## src/rtl/spi_pkg.sv

```systemverilog
// ============================================================================
// Module  : spi_pkg
// Purpose : Shared frame layout, op codes and FSM encoding for the SPI main
//           side controller.
// Rev     : 1.0  initial release
// ============================================================================
`default_nettype none

package spi_pkg;

    localparam int FRAME_W = 44;
    localparam int OP_W    = 2;
    localparam int ADDR_W  = 10;
    localparam int DATA_W  = 32;

    localparam logic [OP_W-1:0] OP_READ  = 2'b00;
    localparam logic [OP_W-1:0] OP_WRITE = 2'b01;

    typedef struct packed {
        logic [OP_W-1:0]   op;
        logic [ADDR_W-1:0] addr;
        logic [DATA_W-1:0] data;
    } spi_frame_t;

    typedef enum logic [2:0] {
        IDLE = 3'd0,
        TX   = 3'd1,
        ACC  = 3'd2,
        RX   = 3'd3,
        GAP  = 3'd4
    } spi_main_state_e;

endpackage

`default_nettype wire

```

## src/rtl/spi_rr_arb.sv

```systemverilog
// ============================================================================
// Module  : spi_rr_arb
// Purpose : Round-robin arbiter; search starts at the pointer, which moves to
//           one past the winner on each advance pulse.
// Rev     : 1.0  initial release
// ============================================================================
`default_nettype none

module spi_rr_arb #(
    parameter  int NUM_REQ = 2,
    localparam int IDX_W   = $clog2(NUM_REQ)
) (
    input  logic               clk,
    input  logic               rst,
    input  logic [NUM_REQ-1:0] req,
    input  logic               advance,
    output logic [NUM_REQ-1:0] grant,
    output logic [IDX_W-1:0]   idx
);

    logic [IDX_W-1:0] r_ptr;
    logic [IDX_W:0]   w_cand;
    logic             w_found;

    // Candidate index = (ptr + i) mod NUM_REQ; one extra bit avoids overflow.
    always_comb begin
        grant   = '0;
        idx     = '0;
        w_found = 1'b0;
        w_cand  = '0;
        for (int i = 0; i < NUM_REQ; i++) begin
            w_cand = {1'b0, r_ptr} + (IDX_W+1)'(i);
            if (w_cand >= (IDX_W+1)'(NUM_REQ)) begin
                w_cand = w_cand - (IDX_W+1)'(NUM_REQ);
            end
            if (!w_found && req[w_cand[IDX_W-1:0]]) begin
                w_found                   = 1'b1;
                grant[w_cand[IDX_W-1:0]]  = 1'b1;
                idx                       = w_cand[IDX_W-1:0];
            end
        end
    end

    always_ff @(posedge clk) begin
        if (rst) begin
            r_ptr <= '0;
        end else if (advance) begin
            if (idx == IDX_W'(NUM_REQ - 1)) begin
                r_ptr <= '0;
            end else begin
                r_ptr <= idx + 1'b1;
            end
        end
    end

endmodule

`default_nettype wire

```

## src/rtl/spi_main_arb.sv

```systemverilog
// ============================================================================
// Module  : spi_main_arb
// Purpose : SPI main controller sharing one spi_sub link among NUM_REQ
//           requesters; optional echo check under SPI_MAIN_ECHO_CHK_EN.
// Rev     : 1.0  initial release
// ============================================================================
`default_nettype none

module spi_main_arb
    import spi_pkg::*;
#(
    parameter  int NUM_REQ = 2,
    parameter  int GAP_CYC = 2,
    localparam int ID_W    = $clog2(NUM_REQ)
) (
    input  logic                      sclk,
    input  logic                      rst,
    input  logic [NUM_REQ-1:0]        req_valid,
    input  logic [NUM_REQ*OP_W-1:0]   req_op,
    input  logic [NUM_REQ*ADDR_W-1:0] req_addr,
    input  logic [NUM_REQ*DATA_W-1:0] req_wdata,
    output logic [NUM_REQ-1:0]        req_ready,
    output logic                      rsp_valid,
    output logic [ID_W-1:0]           rsp_id,
    output logic [FRAME_W-1:0]        rsp_data,
    output logic                      rsp_err,
    output logic                      busy,
    output logic                      cs_n,
    output logic                      mosi,
    input  logic                      miso
);

    localparam int         GAP_W    = $clog2(GAP_CYC + 1);
    localparam logic [5:0] LAST_BIT = 6'(FRAME_W - 1);

    spi_main_state_e       r_state;
    logic [5:0]            r_bit_cnt;
    logic [GAP_W-1:0]      r_gap_cnt;
    logic [FRAME_W-1:0]    r_tx_sh;
    logic [FRAME_W-2:0]    r_rx_sh;
    logic [ID_W-1:0]       r_id;

    logic [NUM_REQ-1:0]    w_grant;
    logic [ID_W-1:0]       w_grant_idx;
    logic                  w_can_accept;
    logic                  w_accept;
    spi_frame_t            w_req_frame;
    logic [FRAME_W-1:0]    w_rx_next;

    spi_rr_arb #(
        .NUM_REQ (NUM_REQ)
    ) u_arb (
        .clk     (sclk),
        .rst     (rst),
        .req     (req_valid),
        .advance (w_accept),
        .grant   (w_grant),
        .idx     (w_grant_idx)
    );

    assign w_can_accept = (r_state == IDLE) && (r_gap_cnt == '0);
    assign req_ready    = w_grant & {NUM_REQ{w_can_accept}};
    assign w_accept     = |(req_valid & req_ready);
    assign busy         = (r_state != IDLE);
    assign w_rx_next    = {r_rx_sh, miso};

    always_comb begin
        w_req_frame.op   = req_op[int'(w_grant_idx)*OP_W +: OP_W];
        w_req_frame.addr = req_addr[int'(w_grant_idx)*ADDR_W +: ADDR_W];
        w_req_frame.data = req_wdata[int'(w_grant_idx)*DATA_W +: DATA_W];
    end

`ifdef SPI_MAIN_ECHO_CHK_EN
    spi_frame_t r_sent;
    logic       w_echo_err;

    // Writes echo the whole frame; reads only echo the {op,addr} header.
    always_comb begin
        w_echo_err = 1'b0;
        case (r_sent.op)
            OP_WRITE: w_echo_err = (w_rx_next != r_sent);
            OP_READ:  w_echo_err = (w_rx_next[FRAME_W-1:DATA_W] != {r_sent.op, r_sent.addr});
            default:  w_echo_err = 1'b0;
        endcase
    end
`else
    assign rsp_err = 1'b0;
`endif

    always_ff @(posedge sclk) begin
        if (rst) begin
            r_state   <= IDLE;
            r_bit_cnt <= '0;
            r_gap_cnt <= GAP_W'(GAP_CYC);
            r_tx_sh   <= '0;
            r_rx_sh   <= '0;
            r_id      <= '0;
            rsp_valid <= 1'b0;
            rsp_id    <= '0;
            rsp_data  <= '0;
`ifdef SPI_MAIN_ECHO_CHK_EN
            r_sent    <= '0;
            rsp_err   <= 1'b0;
`endif
        end else begin
            rsp_valid <= 1'b0;
`ifdef SPI_MAIN_ECHO_CHK_EN
            rsp_err   <= 1'b0;
`endif
            case (r_state)
                IDLE: begin
                    if (r_gap_cnt != '0) begin
                        r_gap_cnt <= r_gap_cnt - 1'b1;
                    end
                    if (w_accept) begin
                        r_tx_sh   <= w_req_frame;
                        r_id      <= w_grant_idx;
                        r_bit_cnt <= '0;
                        r_state   <= TX;
`ifdef SPI_MAIN_ECHO_CHK_EN
                        r_sent    <= w_req_frame;
`endif
                    end
                end
                TX: begin
                    r_tx_sh <= {r_tx_sh[FRAME_W-2:0], 1'b0};
                    if (r_bit_cnt == LAST_BIT) begin
                        r_bit_cnt <= '0;
                        r_state   <= ACC;
                    end else begin
                        r_bit_cnt <= r_bit_cnt + 6'd1;
                    end
                end
                // The sub performs its memory access on this posedge.
                ACC: begin
                    r_bit_cnt <= '0;
                    r_state   <= RX;
                end
                RX: begin
                    r_rx_sh <= w_rx_next[FRAME_W-2:0];
                    if (r_bit_cnt == LAST_BIT) begin
                        r_bit_cnt <= '0;
                        rsp_data  <= w_rx_next;
                        rsp_id    <= r_id;
                        rsp_valid <= 1'b1;
                        r_gap_cnt <= GAP_W'(GAP_CYC);
                        r_state   <= GAP;
`ifdef SPI_MAIN_ECHO_CHK_EN
                        rsp_err   <= w_echo_err;
`endif
                    end else begin
                        r_bit_cnt <= r_bit_cnt + 6'd1;
                    end
                end
                GAP: begin
                    if (r_gap_cnt <= GAP_W'(1)) begin
                        r_gap_cnt <= '0;
                        r_state   <= IDLE;
                    end else begin
                        r_gap_cnt <= r_gap_cnt - 1'b1;
                    end
                end
                default: r_state <= IDLE;
            endcase
        end
    end

    // Launch on the falling edge so the sub sees half a cycle of setup.
    always_ff @(negedge sclk) begin
        cs_n <= !((r_state == TX) || (r_state == ACC) || (r_state == RX));
        mosi <= (r_state == TX) ? r_tx_sh[FRAME_W-1] : 1'b0;
    end

endmodule

`default_nettype wire
```

## config.mk

```make
export PLATFORM = sky130hd
export DESIGN_NAME = spi_main_arb
export DESIGN_NICKNAME = d
export VERILOG_FILES = /design/src/rtl/spi_pkg.sv /design/src/rtl/spi_rr_arb.sv /design/src/rtl/spi_main_arb.sv
export SDC_FILE = /design/constraint.sdc
export NUM_CORES = 1
export LEC_CHECK = 0
export ABC_AREA = 1
export CAP_MARGIN = 20
export CORE_ASPECT_RATIO = 0.75
export CORE_MARGIN = 8
export CORE_UTILIZATION = 49
export CTS_CLUSTER_SIZE = 16
export DETAILED_ROUTE_END_ITERATION = 8
export DONT_BUFFER_PORTS = 1
export MAX_ROUTING_LAYER = met4
export SLEW_MARGIN = 15
export SYNTH_ARGS = -nofsm -noshare
export SYNTH_HDL_FRONTEND = slang
export SYNTH_SLANG_ARGS = --single-unit
```

## constraint.sdc

```tcl
create_clock -name sclk -period 1.8 [get_ports sclk]
set_input_delay 0 -clock sclk [delete_from_list [all_inputs] [get_ports sclk]]
set_output_delay 0 -clock sclk [all_outputs]
set_load 0.02 [all_outputs]
```

==> impl_metrics.env <==
export IMPL_core_area_sq_um=12300
export IMPL_grt_pass1_vias=5554
export IMPL_wl_mm=16.4
export IMPL_cp_arrival_ns=1.19
export IMPL_antenna_left=0
export IMPL_syn_nets=948
export IMPL_clk_pin_slew_ns=0.06
export IMPL_cts_path_max_buffers=2
export IMPL_skew_ns=0.0295
export IMPL_crit_path_end_kind="flip-flop"
export IMPL_syn_to_final_growth_pct=25.9
export IMPL_tritoncts="done"
export IMPL_relSlewSlack_pct=66.9
export IMPL_drv_slew=0
export IMPL_die_x_microns=146
export IMPL_grt_usage_pct=19.7
export IMPL_path_common_cell="nand2_4"
export IMPL_setup_violations=0
export IMPL_drc=0
export IMPL_ios=145
export IMPL_path_class="flip-flop to flip-flop"
export IMPL_cp_cell_sequence="inv_4 -> nand2_4 -> inv_2 -> nand2_4 -> nor2_1"
export IMPL_globalplace_congestion=0.866
export IMPL_layout_common_cells="nor2_1, dfxtp_1, o21ai_0, nand2_1, dlygate4sd3_1"
export IMPL_grt_max_degree=90
export IMPL_leakage_nw=3.09
export IMPL_start_kind="flip-flop"
export IMPL_outcome="completed"
export IMPL_grt_pass1_wl_mm=26.7
export IMPL_yosysWarnings=0
export IMPL_rows=35
export IMPL_p_per_area_nw_per_um2=1320
export IMPL_dp_cells=975
export IMPL_grt_setup_unrepaired="no"
export IMPL_fin_util_pct=63.5
export IMPL_clock_latency_ns=0.43
export IMPL_crit_path_max_fanout=5
export IMPL_antenna_found_initial=0
export IMPL_numCtsBuffers=17
export IMPL_hp_class="primary input to flip-flop"
export IMPL_place_ws_ns=0.0752
export IMPL_ys_ff_latch=148
export IMPL_post_drt_wl_per_cell_microns=14.9
export IMPL_fp_dieH_microns=114
export IMPL_initial_utilization_pct=50.4
export IMPL_ir_worst_vdd_mv=0.894
export IMPL_syn_area_per_cell_sq_um=7.33
export IMPL_cts_sink_count=148
export IMPL_overflow=0
export IMPL_avgViaCountPerCell=5.28
export IMPL_tns_ns=0
export IMPL_worst_pin_slew_ns=0.495
export IMPL_dp_hpwl_mm=10.3
export IMPL_ys_types=29
export IMPL_cts_root_buf="clkbuf_16"
export IMPL_cp_data_required_time_ns=1.26
export IMPL_n_fill_cell=1077
export IMPL_power_total_mw=10.4
export IMPL_htree_levels=4
export IMPL_cpMaxStageDelayCell="dfxtp_2"
export IMPL_instances_no_fill=1101
export IMPL_die_area_sq_um=16600
export IMPL_r2r_slack_ns=0.07
export IMPL_seq_area_frac_synth_pct=47.6
export IMPL_via_count=5815
export IMPL_layout_commonest_cell="nor2_1"
export IMPL_drive_gt1_share_pct=8.02
export IMPL_firstDrtPassIters=5
export IMPL_slowest_delay_ns=0.34
export IMPL_drv_cap=0
export IMPL_holdWs_ns=0.0429
export IMPL_place_area_sq_um=6320
export IMPL_synth_cells=850
export IMPL_drt_initial_drc_count=312
export IMPL_antenna_cells=0
export IMPL_fin_nets=1021
export IMPL_stdcell_area_sq_um=7850
export IMPL_finalHoldViolations=0
export IMPL_port_buffer_count=0
export IMPL_worst_slack_ns=0.0692
export IMPL_netlist_area_sq_um=6230
## worst paths after layout
kind	start	end	depth (start not counted)
min	req_valid[1]	u_arb.r_ptr$_SDFFE_PP0P_	5
min reg2reg	r_rx_sh[1]$_SDFFE_PP0N_	r_rx_sh[1]$_SDFFE_PP0N_	2
max reg2reg	r_state[2]$_SDFFE_PP0P_	mosi$_SDFF_NN0_	5
max	r_state[2]$_SDFFE_PP0P_	mosi$_SDFF_NN0_	5
## cell type report
class                   count  area [sq um]  share of cell area [%]
clock buffers              17           425                    5.42
repair buffers            112          1160                    14.8
inverters                  67           258                    3.28
well taps                 166           208                    2.65
multi-input cells         575          2700                    34.4
clock inverters            16           128                    1.63
flip-flops and latches    148          2970                    37.8
## cell usage after synthesis
cell,number,share of area (%)
conb_1,1,0.060
o21ai_1,10,0.80
a21oi_1,55,4.4
xor2_1,1,0.14
ha_1,5,1.0
dfxtp_1,148,48
nand4_1,3,0.30
or2_2,1,0.10
nand2_2,3,0.30
a31oi_1,43,4.3
buf_1,4,0.24
nand3_1,50,4.0
nor2_2,1,0.10
nor3_1,2,0.16
clkbuf_1,23,1.4
nor2_1,151,9.1
buf_2,20,1.6
o21ai_0,124,10
o21bai_1,1,0.12
nand2_4,2,0.36
inv_1,63,3.8
inv_4,1,0.10
inv_2,4,0.24
nand2_1,118,7.1
o21ai_2,1,0.14
a21oi_2,1,0.14
buf_6,10,1.8
nor2_4,2,0.36
buf_4,2,0.24
## where the power goes
part | switching [mW] | internal [mW]
Combinational | 1.80 | 1.20
Clock | 1.46 | 1.80
Sequential | 0.320 | 3.82
Total | 3.58 | 6.82
## metal layers
metal | part of all wire (%) | vias to the layer above | GRT usage (%) | routed length (microns)
li1 | - | 2937 | - | -
met1 | 45 | 2666 | 23.9 | 7410
met2 | 46 | 192 | 30.6 | 7610
met3 | 6.8 | 20 | 6.61 | 1120
met4 | 1.5 | 0 | 6.30 | 243
met5 | 0 | - | - | 0
## worst max-delay path: cells and delay by family (launching register included)
kind / cells / cell delay, ns
DFF: 1 / 0.34
and+or+nand+nor: 3 / 0.27
buffers and inverters: 2 / 0.17
## flip-flops by register name, indices dropped and copies added (netlist names), 2 cells and up
signal	flops
r_bit_cnt	6
r_gap_cnt	2
rsp_data	44
r_state	3
r_rx_sh	43
r_tx_sh	44
## cells by family (layout without fill, tap and decap cells)
kind of cell / Yosys count / after routing / share of synthesized area [%]
compound gates: 235 / 235 / 19.9
xor+xnor: 1 / 1 / 0.141
fa+ha+maj: 5 / 5 / 1.00
buf+inv: 127 / 212 / 9.42
flops: 148 / 148 / 47.6
other cells: 1 / 1 / 0.0602
simple gates: 333 / 333 / 21.9
## timing repair
item                                    in CTS  in global routing
endpoints found under the hold margin       57                  0
endpoints found under the setup margin       0                 51
hold buffers                                92                  0
gates resized for setup                      0                  6
setup buffers                                0                  1
Note: power is estimated with default switching activity, not from simulation.
